<file path="config.mk">
export PLATFORM = sky130hd
export DESIGN_NAME = mult
export DESIGN_NICKNAME = d
export VERILOG_FILES = /design/src/rtl/mult_pkg.sv /design/src/rtl/mult_booth_step.sv /design/src/rtl/mult.sv
export SDC_FILE = /design/constraint.sdc
export NUM_CORES = 1
export LEC_CHECK = 0
export CAP_MARGIN = 20
export CORE_MARGIN = 2
export CORE_UTILIZATION = 65
export CTS_CLUSTER_SIZE = 25
export DETAILED_ROUTE_END_ITERATION = 16
export DONT_BUFFER_PORTS = 1
export PLACE_DENSITY_LB_ADDON = 0.2
export SETUP_SLACK_MARGIN = 0.02
export SLEW_MARGIN = 20
export SYNTH_ARGS = -nofsm -noshare
export SYNTH_HDL_FRONTEND = slang
export SYNTH_HIERARCHICAL = 1
export SYNTH_SLANG_ARGS = --single-unit
export TNS_END_PERCENT = 10
</file>
<file path="constraint.sdc">
create_clock -name clk -period 5 [get_ports clk]
set_input_delay 1.5 -clock clk [delete_from_list [all_inputs] [get_ports clk]]
set_output_delay 1.5 -clock clk [all_outputs]
set_load 0.005 [all_outputs]
</file>
<file path="src/rtl/mult_pkg.sv">
// Shared definitions for the sequential Booth multiplier.
package mult_pkg;

  localparam int MULT_WIDTH = 32;

  typedef enum logic [1:0] {
    IDLE = 2'd0,
    RUN  = 2'd1,
    DONE = 2'd2
  } state_e;

  typedef enum logic [1:0] {
    BOOTH_NOP = 2'd0,
    BOOTH_ADD = 2'd1,
    BOOTH_SUB = 2'd2
  } booth_op_e;

  // Radix-2 Booth recoding of the current multiplier bit and its history bit.
  function automatic booth_op_e booth_decode(input logic q0, input logic q_1);
    case ({q0, q_1})
      2'b01:   return BOOTH_ADD;
      2'b10:   return BOOTH_SUB;
      default: return BOOTH_NOP;
    endcase
  endfunction

endpackage

</file>
<file path="src/rtl/mult_booth_step.sv">
// One radix-2 Booth iteration: conditional add/sub of M into A, then an
// arithmetic right shift of {A,Q,Q_1}. A is one bit wider than the operand
// so that A-M cannot overflow when M is the most negative value.
module mult_booth_step
  import mult_pkg::*;
#(
  parameter int WIDTH = MULT_WIDTH
) (
  input  logic [WIDTH:0]   a_i,
  input  logic [WIDTH-1:0] q_i,
  input  logic             q1_i,
  input  logic [WIDTH:0]   m_i,
  output logic [WIDTH:0]   a_o,
  output logic [WIDTH-1:0] q_o,
  output logic             q1_o
);

  booth_op_e      op;
  logic [WIDTH:0] sum;

  // Select add/sub/none, then shift the combined register right by one.
  always_comb begin
    op  = booth_decode(q_i[0], q1_i);
    sum = a_i;
    case (op)
      BOOTH_ADD: sum = a_i + m_i;
      BOOTH_SUB: sum = a_i - m_i;
      default:   sum = a_i;
    endcase
    a_o  = {sum[WIDTH], sum[WIDTH:1]};
    q_o  = {sum[0], q_i[WIDTH-1:1]};
    q1_o = q_i[0];
  end

endmodule

</file>
<file path="src/rtl/mult.sv">
// Sequential signed WIDTH x WIDTH -> 2*WIDTH multiplier. One Booth step per
// cycle; mfhi/mflo are updated and done pulses once per completed operation.
module mult
  import mult_pkg::*;
#(
  parameter int WIDTH = MULT_WIDTH
) (
  input  logic             clk,
  input  logic             reset,
  input  logic             mult_init,
  input  logic [WIDTH-1:0] multiplicando,
  input  logic [WIDTH-1:0] multiplicador,
  output logic [WIDTH-1:0] mfhi,
  output logic [WIDTH-1:0] mflo,
  output logic             busy,
  output logic             done
);

  localparam int CW = $clog2(WIDTH + 1);

  state_e           state_q, state_d;
  logic [WIDTH:0]   a_q, a_d, m_q, m_d, a_nxt;
  logic [WIDTH-1:0] q_q, q_d, q_nxt;
  logic             q1_q, q1_d, q1_nxt;
  logic [CW-1:0]    count_q, count_d;
  logic [WIDTH-1:0] mfhi_q, mfhi_d, mflo_q, mflo_d;
  logic             busy_q, busy_d, done_q, done_d;

  mult_booth_step #(.WIDTH(WIDTH)) u_step (
    .a_i  (a_q),
    .q_i  (q_q),
    .q1_i (q1_q),
    .m_i  (m_q),
    .a_o  (a_nxt),
    .q_o  (q_nxt),
    .q1_o (q1_nxt)
  );

  // Next-state logic: load on init (also restarts a running op), step in RUN.
  always_comb begin
    state_d = state_q;
    a_d     = a_q;
    m_d     = m_q;
    q_d     = q_q;
    q1_d    = q1_q;
    count_d = count_q;
    mfhi_d  = mfhi_q;
    mflo_d  = mflo_q;
    busy_d  = busy_q;
    done_d  = 1'b0;
    if (mult_init) begin
      m_d     = {multiplicando[WIDTH-1], multiplicando};
      q_d     = multiplicador;
      a_d     = '0;
      q1_d    = 1'b0;
      count_d = '0;
      busy_d  = 1'b1;
      state_d = RUN;
    end else begin
      case (state_q)
        RUN: begin
          a_d     = a_nxt;
          q_d     = q_nxt;
          q1_d    = q1_nxt;
          count_d = count_q + CW'(1);
          if (count_q == CW'(WIDTH - 1)) begin
            mfhi_d  = a_nxt[WIDTH-1:0];
            mflo_d  = q_nxt;
            done_d  = 1'b1;
            busy_d  = 1'b0;
            state_d = DONE;
          end
        end
        default: begin
          busy_d  = 1'b0;
          state_d = IDLE;
        end
      endcase
    end
  end

  // State and datapath registers; async active-low reset clears everything.
  always_ff @(posedge clk or negedge reset) begin
    if (!reset) begin
      state_q <= IDLE;
      a_q     <= '0;
      m_q     <= '0;
      q_q     <= '0;
      q1_q    <= 1'b0;
      count_q <= '0;
      mfhi_q  <= '0;
      mflo_q  <= '0;
      busy_q  <= 1'b0;
      done_q  <= 1'b0;
    end else begin
      state_q <= state_d;
      a_q     <= a_d;
      m_q     <= m_d;
      q_q     <= q_d;
      q1_q    <= q1_d;
      count_q <= count_d;
      mfhi_q  <= mfhi_d;
      mflo_q  <= mflo_d;
      busy_q  <= busy_d;
      done_q  <= done_d;
    end
  end

  assign mfhi = mfhi_q;
  assign mflo = mflo_q;
  assign busy = busy_q;
  assign done = done_q;

endmodule

</file>
==> results of run 1 <==
==> synth_stat cells, types with 2 or more instances <==
cell type    n  share of area [%]
mux2_4      38                5.7
a21o_1      10               0.75
or3b_2       2               0.18
buf_4       34                2.6
nor3b_1      4               0.30
inv_1       27                1.0
o22ai_1      2               0.13
nor4_2       2               0.25
o211ai_1     3               0.23
clkbuf_1    30                1.1
o221ai_1     4               0.35
o21bai_1     4               0.30
o31ai_1      5               0.38
nand3_1      7               0.35
dfrtp_1    171                 43
nand4b_1     2               0.18
mux2i_1     34                3.4
a31oi_1     10               0.63
xnor2_1     41                3.6
nor4_1       7               0.44
buf_1        4               0.15
nand2b_1     4               0.25
a41oi_1      2               0.18
and3_1       5               0.31
nand3b_1     2               0.15
a211oi_1     6               0.45
buf_2       13               0.65
and2_1       3               0.19
a21oi_1     92                4.6
ha_1        35                4.4
nor3_1      11               0.55
nor2b_1      4               0.25
o21a_1       2               0.15
o21ai_0     79                4.0
nand2_1    163                6.1
buf_6        4               0.45
nor2_1      39                1.5
or4_1        5               0.38
xor2_1      13                1.1
nand4_1      8               0.50
mux2_2      61                6.9
==> layout make-up <==
type / count / area (µm²) / share of cell area [%]
Timing Repair Buffer: 13 / 110 / 1.05
Clock inverter: 14 / 178 / 1.69
Inverter: 28 / 105 / 1.00
Sequential cell: 171 / 4280 / 40.7
Tap cell: 188 / 235 / 2.24
Clock buffer: 18 / 439 / 4.18
Antenna cell: 3 / 7.51 / 0.0714
Multi-Input combinational cell: 729 / 5150 / 49.1
==> worst reg2reg max path: stages, from the launching register on <==
cell and delay, ns:
dfrtp_1 0.41, or4_4 0.58, nor4b_4 0.31, and2_1 0.23
a21oi_1 0.10, xnor2_1 0.13, ha_1 0.37, a21oi_1 0.30
nand2_1 0.14, a2111oi_2 0.40, a211oi_1 0.17, or3b_2 0.55
a21oi_1 0.19, xor2_1 0.18, o21ai_0 0.12, mux2_4 0.32
==> worst max path at each step <==
stage | startpoint | end
after floorplan | m_q[5] | mfhi[31]
after global placement | m_q[9] | mfhi[31]
after detailed placement | m_q[5] | mfhi[29]
after CTS | m_q[9] | mfhi[31]
after global routing | m_q[3] | mfhi[29]
final | m_q[5] | mfhi[29]
==> flip-flops by register name (all words and copies together) (netlist names) <==
name and cells:
a_q 33, m_q 32, mfhi 32, mflo 32, q_q 32, count_q 6, state_q 2, done 1
q1_q 1
==> cells by family (layout without fill, tap and decap cells) <==
logic type,after synthesis,count (layout),share of synthesized area [%]
other cells,0,3,0
xor+xnor,54,54,4.73
buf+inv,113,73,5.98
mux,133,133,16.0
flops,171,171,42.8
compound gates,229,229,13.1
fa+ha+maj,36,36,4.58
simple gates,277,277,12.9
==> layer usage <==
metal	global-route usage, %	up-vias	wire length (µm)
met5	0	-	0
met4	8.79	0	442
met3	8.01	27	1230
met2	41.9	198	9810
met1	35.4	3445	9410
li1	-	3433	-
==> per-stage QoR <==
| step | worst slack, ns | utilization, % |
|---|---|---|
| CTS | 0.331 | 69.2 |
| global placement | 0.398 | 65.2 |
| detailed placement | 0.374 | 65.2 |
| floorplan | 0.517 | - |
| finish | 0.383 | 69.4 |
| global route | 0.0355 | 69.4 |
==> power by group <==
| group | internal [µW] | switching (µW) |
|---|---|---|
| sequential | 1520 | 156 |
| clock | 771 | 594 |
| combinational | 641 | 860 |
| total | 2930 | 1610 |
==> impl_metrics.csv, run 1 <==
group,metric,value,unit
clocking,ctsResizeCount,0,
power,p_leak,0.00476,µW
power,max-vdd-ir-drop,0.000360,V
critical_path,cp.arrival,4.93,ns
placed_design,place_area,0.00987,mm²
logic_synthesis,ys_seq_area_share,42.8,%
floorplanning,rows,45,
floorplanning,design.core.area,0.0151,mm²
critical_path,cp_num_buf_inv,0,
final_layout,layout_commonest_cell,"dfrtp_1",
critical_path,crit_required,5.32,ns
critical_path,r2r_start,"m_q[5]",
critical_path,crit_type,"flop to flop",
route,firstDrtPassIters,8,
floorplanning,die_area,0.0164,mm²
final_layout,finalNonFillerCells,1164,
hold_path,hold_class,"flop to flop",
critical_path,path_common_cell,"a21oi_1",
logic_synthesis,syn_inst,1013,
timing,skew,0.0138,ns
route,viasPerCell,6.10,
route,postRouteAntennaNets,0,
flow_run,max_cap_violations,0,
route,route.detailed.drc,0,
timing,slew_viol_final,0,
timing,rsz0062_at_grt,"false",
clocking,cts_tree,"done",
timing,slew-limit-headroom,29.3,%
floorplanning,initial_core_util,66.1,%
logic_synthesis,synth_flop_cell,"dfrtp_1",
clocking,cts_buffers,17,
logic_synthesis,syn-num-nets,1116,
final_layout,n_fill_cell,1221,
logic_synthesis,ys_types,62,
logic_synthesis,async_reset_ff_share,100,%
critical_path,path_max_fanout,7,
critical_path,cp_top_family,"simple AND/OR/NAND/NOR gates",
clocking,post_cts_buffers,0,
route,wirelength,20900,µm
clocking,clock-sinks,171,
placed_design,place_hpwl,13800,µm
clocking,worstSkewPairLatency,0.43,ns
timing,finalCritPeriodShare,92.3,%
placed_design,io_buffers,0,
final_layout,syn2layout_area_growth,5.01,%
final_layout,fin_area,0.0105,mm²
grt,track_usage,26.6,%
status,outcome,"finished, final reports clean",
critical_path,reg2reg_to,"mfhi[29]",
placed_design,dp_cells,1129,
clocking,clkTransAtPathRegs,0.07,ns
hold_path,hold_end,"a_q[0]",
placed_design,gp_congestion,0.987,
timing,finalSetupTns,0,ns
route,drt_iter0_drc,490,
critical_path,critPathMaxStageDelay,0.58,ns
power,finalPower,4540,µW
grt,grt_pass1_vias,6803,
clocking,htreeDepth,4,
hold_path,hold_depth,2,
route,vias,7103,
timing,layout_min_cycle_time,4.62,ns
critical_path,worstSetupEndpointType,"flop",
critical_path,critPathLaunchType,"flop",
timing,tightest_slew,1.06,ns
floorplanning,die_w,128,µm
critical_path,r2r_cells,15,
timing,setup_viol,0,
final_layout,layout_common_cells,"dfrtp_1, nand2_1, a21oi_1",
logic_synthesis,synth_warnings,6,
timing,hold-worst-slack,0.520,ns
logic_synthesis,syn_area,0.0100,mm²
final_layout,nNetsFinal,1063,
power,power_density,432,mW/mm²
logic_synthesis,synth_seq_cells,171,
critical_path,r2r_slack,0.38,ns
route,wl_per_cell,17.9,µm
grt,grt_pass1_wl,34500,µm
final_layout,drive_above_1_share,16.4,%
timing,fmax,0.217,GHz
grt,grt_max_degree,172,
clocking,hold_buffers,0,
hold_path,worstHoldStart,"a_q[0]",
grt,antenna_found_initial,3,
logic_synthesis,synth_edf_count,0,
critical_path,cp_slowest_cell,"or4_4",
clocking,clockBufferDepth,2,
grt,gr-total-overflow,0,
critical_path,path_cells,"or4_4, nor4b_4, and2_1, a21oi_1, xnor2_1, ha_1, a21oi_1, nand2_1, a2111oi_2, a211oi_1, or3b_2, a21oi_1, xor2_1, o21ai_0, mux2_4",
floorplanning,die_y,128,µm
floorplanning,pin_count,133,
logic_synthesis,avgSynthCellArea,9.88,µm²
clocking,root_buffer,"clkbuf_16",
timing,hold_violations,0,
critical_path,worst-path-stages,15,
(Power assumes the default switching activity.)
==> run 2, diff against run 1 <==
- CORE_ASPECT_RATIO: default -> 1.75
==> impl_metrics.csv, run 2 (same netlist as run 1, synthesis figures left out) <==
group,metric,value,unit
timing,tightest_slew,1.05,ns
timing,worst_slack,0.339,ns
final_layout,largest_reg_flops,33,
power,pwr-share-clk,29.6,%
timing,fmax,0.215,GHz
critical_path,cp.arrival,4.98,ns
timing,finalCritPeriodShare,93.2,%
placed_design,gp_congestion,1.05,
route,wirelength,22400,µm
critical_path,crit_required,5.32,ns
timing,slew_viol_final,0,
timing,slew-limit-headroom,29.9,%
timing,hold-worst-slack,0.525,ns
grt,grt_pass1_vias,7202,
power,swShare,37.3,%
timing,finalSetupTns,0,ns
grt,grt_pass1_wl,36200,µm
final_layout,final_util,69.0,%
timing,rsz0062_at_grt,"false",
hold_path,worstHoldStart,"a_q[0]",
clocking,clkTransAtPathRegs,0.07,ns
critical_path,path_cells,"or4_1, nor3_4, nand3b_1, nor3_1, buf_4, a21oi_1, xnor2_1, ha_1, a21o_1, a21oi_1, o211ai_1, a221o_1, nor4_1, buf_4, nor3_1, nand4b_1, nand4bb_1, mux2_2",
power,seqPwrFrac,36.9,%
critical_path,cp_top_family,"simple AND/OR/NAND/NOR gates",
clocking,post_cts_buffers,0,
clocking,root_buffer,"clkbuf_16",
status,outcome,"finished, final reports clean",
flow_run,max_cap_violations,0,
route,postRouteAntennaNets,0,
power,comb_power_share,33.6,%
route,firstDrtPassIters,5,
power,max-vdd-ir-drop,0.000282,V
power,p_leak,0.00477,µW
grt,grt_util_met1,31.5,%
critical_path,path_max_fanout,5,
grt,grt_use_met3,5.52,%
critical_path,critPathMaxStageDelay,0.61,ns
floorplanning,die_area,0.0164,mm²
route,wl_per_cell,19.2,µm
clocking,clockBufferDepth,2,
critical_path,crit_type,"flop to flop",
power,power_density,433,mW/mm²
final_layout,layout_commonest_cell,"dfrtp_1",
grt,top_usage_layer,"met2",
floorplanning,design.core.area,0.0152,mm²
clocking,worstSkewPairLatency,0.44,ns
grt,gr-total-overflow,0,
placed_design,io_buffers,0,
critical_path,r2r_start,"m_q[9]",
final_layout,syn2layout_area_growth,5.09,%
critical_path,startpoint,"m_q[9]",
floorplanning,pin_count,133,
timing,setup_viol,0,
grt,grt_max_degree,172,
placed_design,place_hpwl,15300,µm
floorplanning,die_w,97.8,µm
power,p_int,2850,µW
route,route.detailed.drc,0,
timing,hold_violations,0,
hold_path,hold_class,"flop to flop",
placed_design,post-place-ws,0.364,ns
grt,use_met2,49.0,%
critical_path,worstSetupEndpointType,"flop",
final_layout,nNetsFinal,1068,
final_layout,fin_area,0.0105,mm²
critical_path,cp_slowest_cell,"or4_1",
clocking,clock-sinks,171,
clocking,cts_buffers,17,
timing,skew,0.0206,ns
timing,layout_min_cycle_time,4.66,ns
grt,antenna_found_initial,4,
grt,track_usage,27.4,%
placed_design,place_area,0.00989,mm²
critical_path,cp_num_buf_inv,2,
floorplanning,die_y,168,µm
final_layout,layout_common_cells,"dfrtp_1, nand2_1, a21oi_1",
power,p_sw,1700,µW
clocking,htreeDepth,4,
route,vias,7114,
route,drt_iter0_drc,420,
floorplanning,initial_core_util,65.7,%
critical_path,critPathLaunchType,"flop",
floorplanning,rows,60,
final_layout,drive_above_1_share,16.7,%
final_layout,largest_register,"a_q",
clocking,cts_tree,"done",
route,viasPerCell,6.10,
[run 2: cell types whose count changed in the layout (fill, tap and decap cells not counted), sizes merged]
cell,previous run,this run
clkinvlp,1,0
buf,13,18
bufinv,2,0
clkinv,5,8
[run 2: path summary, 6_finish.rpt]
| check | to | slack (ns) | depth (start not counted) |
|---|---|---|---|
| min reg2reg | a_q[0] | 0.52 | 2 |
| max | mfhi[31] | 0.34 | 18 |
| max reg2reg | mfhi[31] | 0.34 | 18 |
| min | a_q[0] | 0.52 | 2 |
| max in group asynchronous | mfhi[29] | 3.96 | 0 |
| min in group asynchronous | mfhi[3] | 0.75 | 0 |
[run 2: power groups by stage]
stage / clock network (µW) / registers, µW / logic, µW
3_5_place_dp: 0 / 1700 / 1500
2_1_floorplan: 0 / 1640 / 1240
4_1_cts: 1360 / 1680 / 1510
5_1_grt: 1420 / 1700 / 1710
6_report: 1350 / 1680 / 1530
3_3_place_gp: 0 / 1700 / 1480
[run 2: metrics by stage]
stage,cells,total power (µW)
6_report,1167,4550
5_1_grt,1167,4820
4_1_cts,1164,4550
3_5_place_dp,1132,3200
3_3_place_gp,1132,3180
2_1_floorplan,1013,2880
[run 2: layout make-up]
cell class,instances,area (µm²)
antenna,3,7.51
clock buffer,18,439
clock inverter,14,168
fill,1217,4720
inverter,28,105
multi-input combinational,729,5150
sequential,171,4280
tap,186,233
timing repair buffer,18,135
[run 2: tightest hold or removal path, stage by stage (launching register included)]
cell and delay, ns:
dfrtp_1 0.38, nand2_1 0.06, a21oi_1 0.05
[run 2: what timing repair did]
item                       CTS  global route
resized for setup            0             2
hold buffers                 0             0
setup endpoints to repair    0             1
[run 2: metal layers]
metal,vias up,wire [µm]
met5,-,0
met3,45,944
met4,0,724
met2,188,11900
met1,3457,8830
li1,3424,-
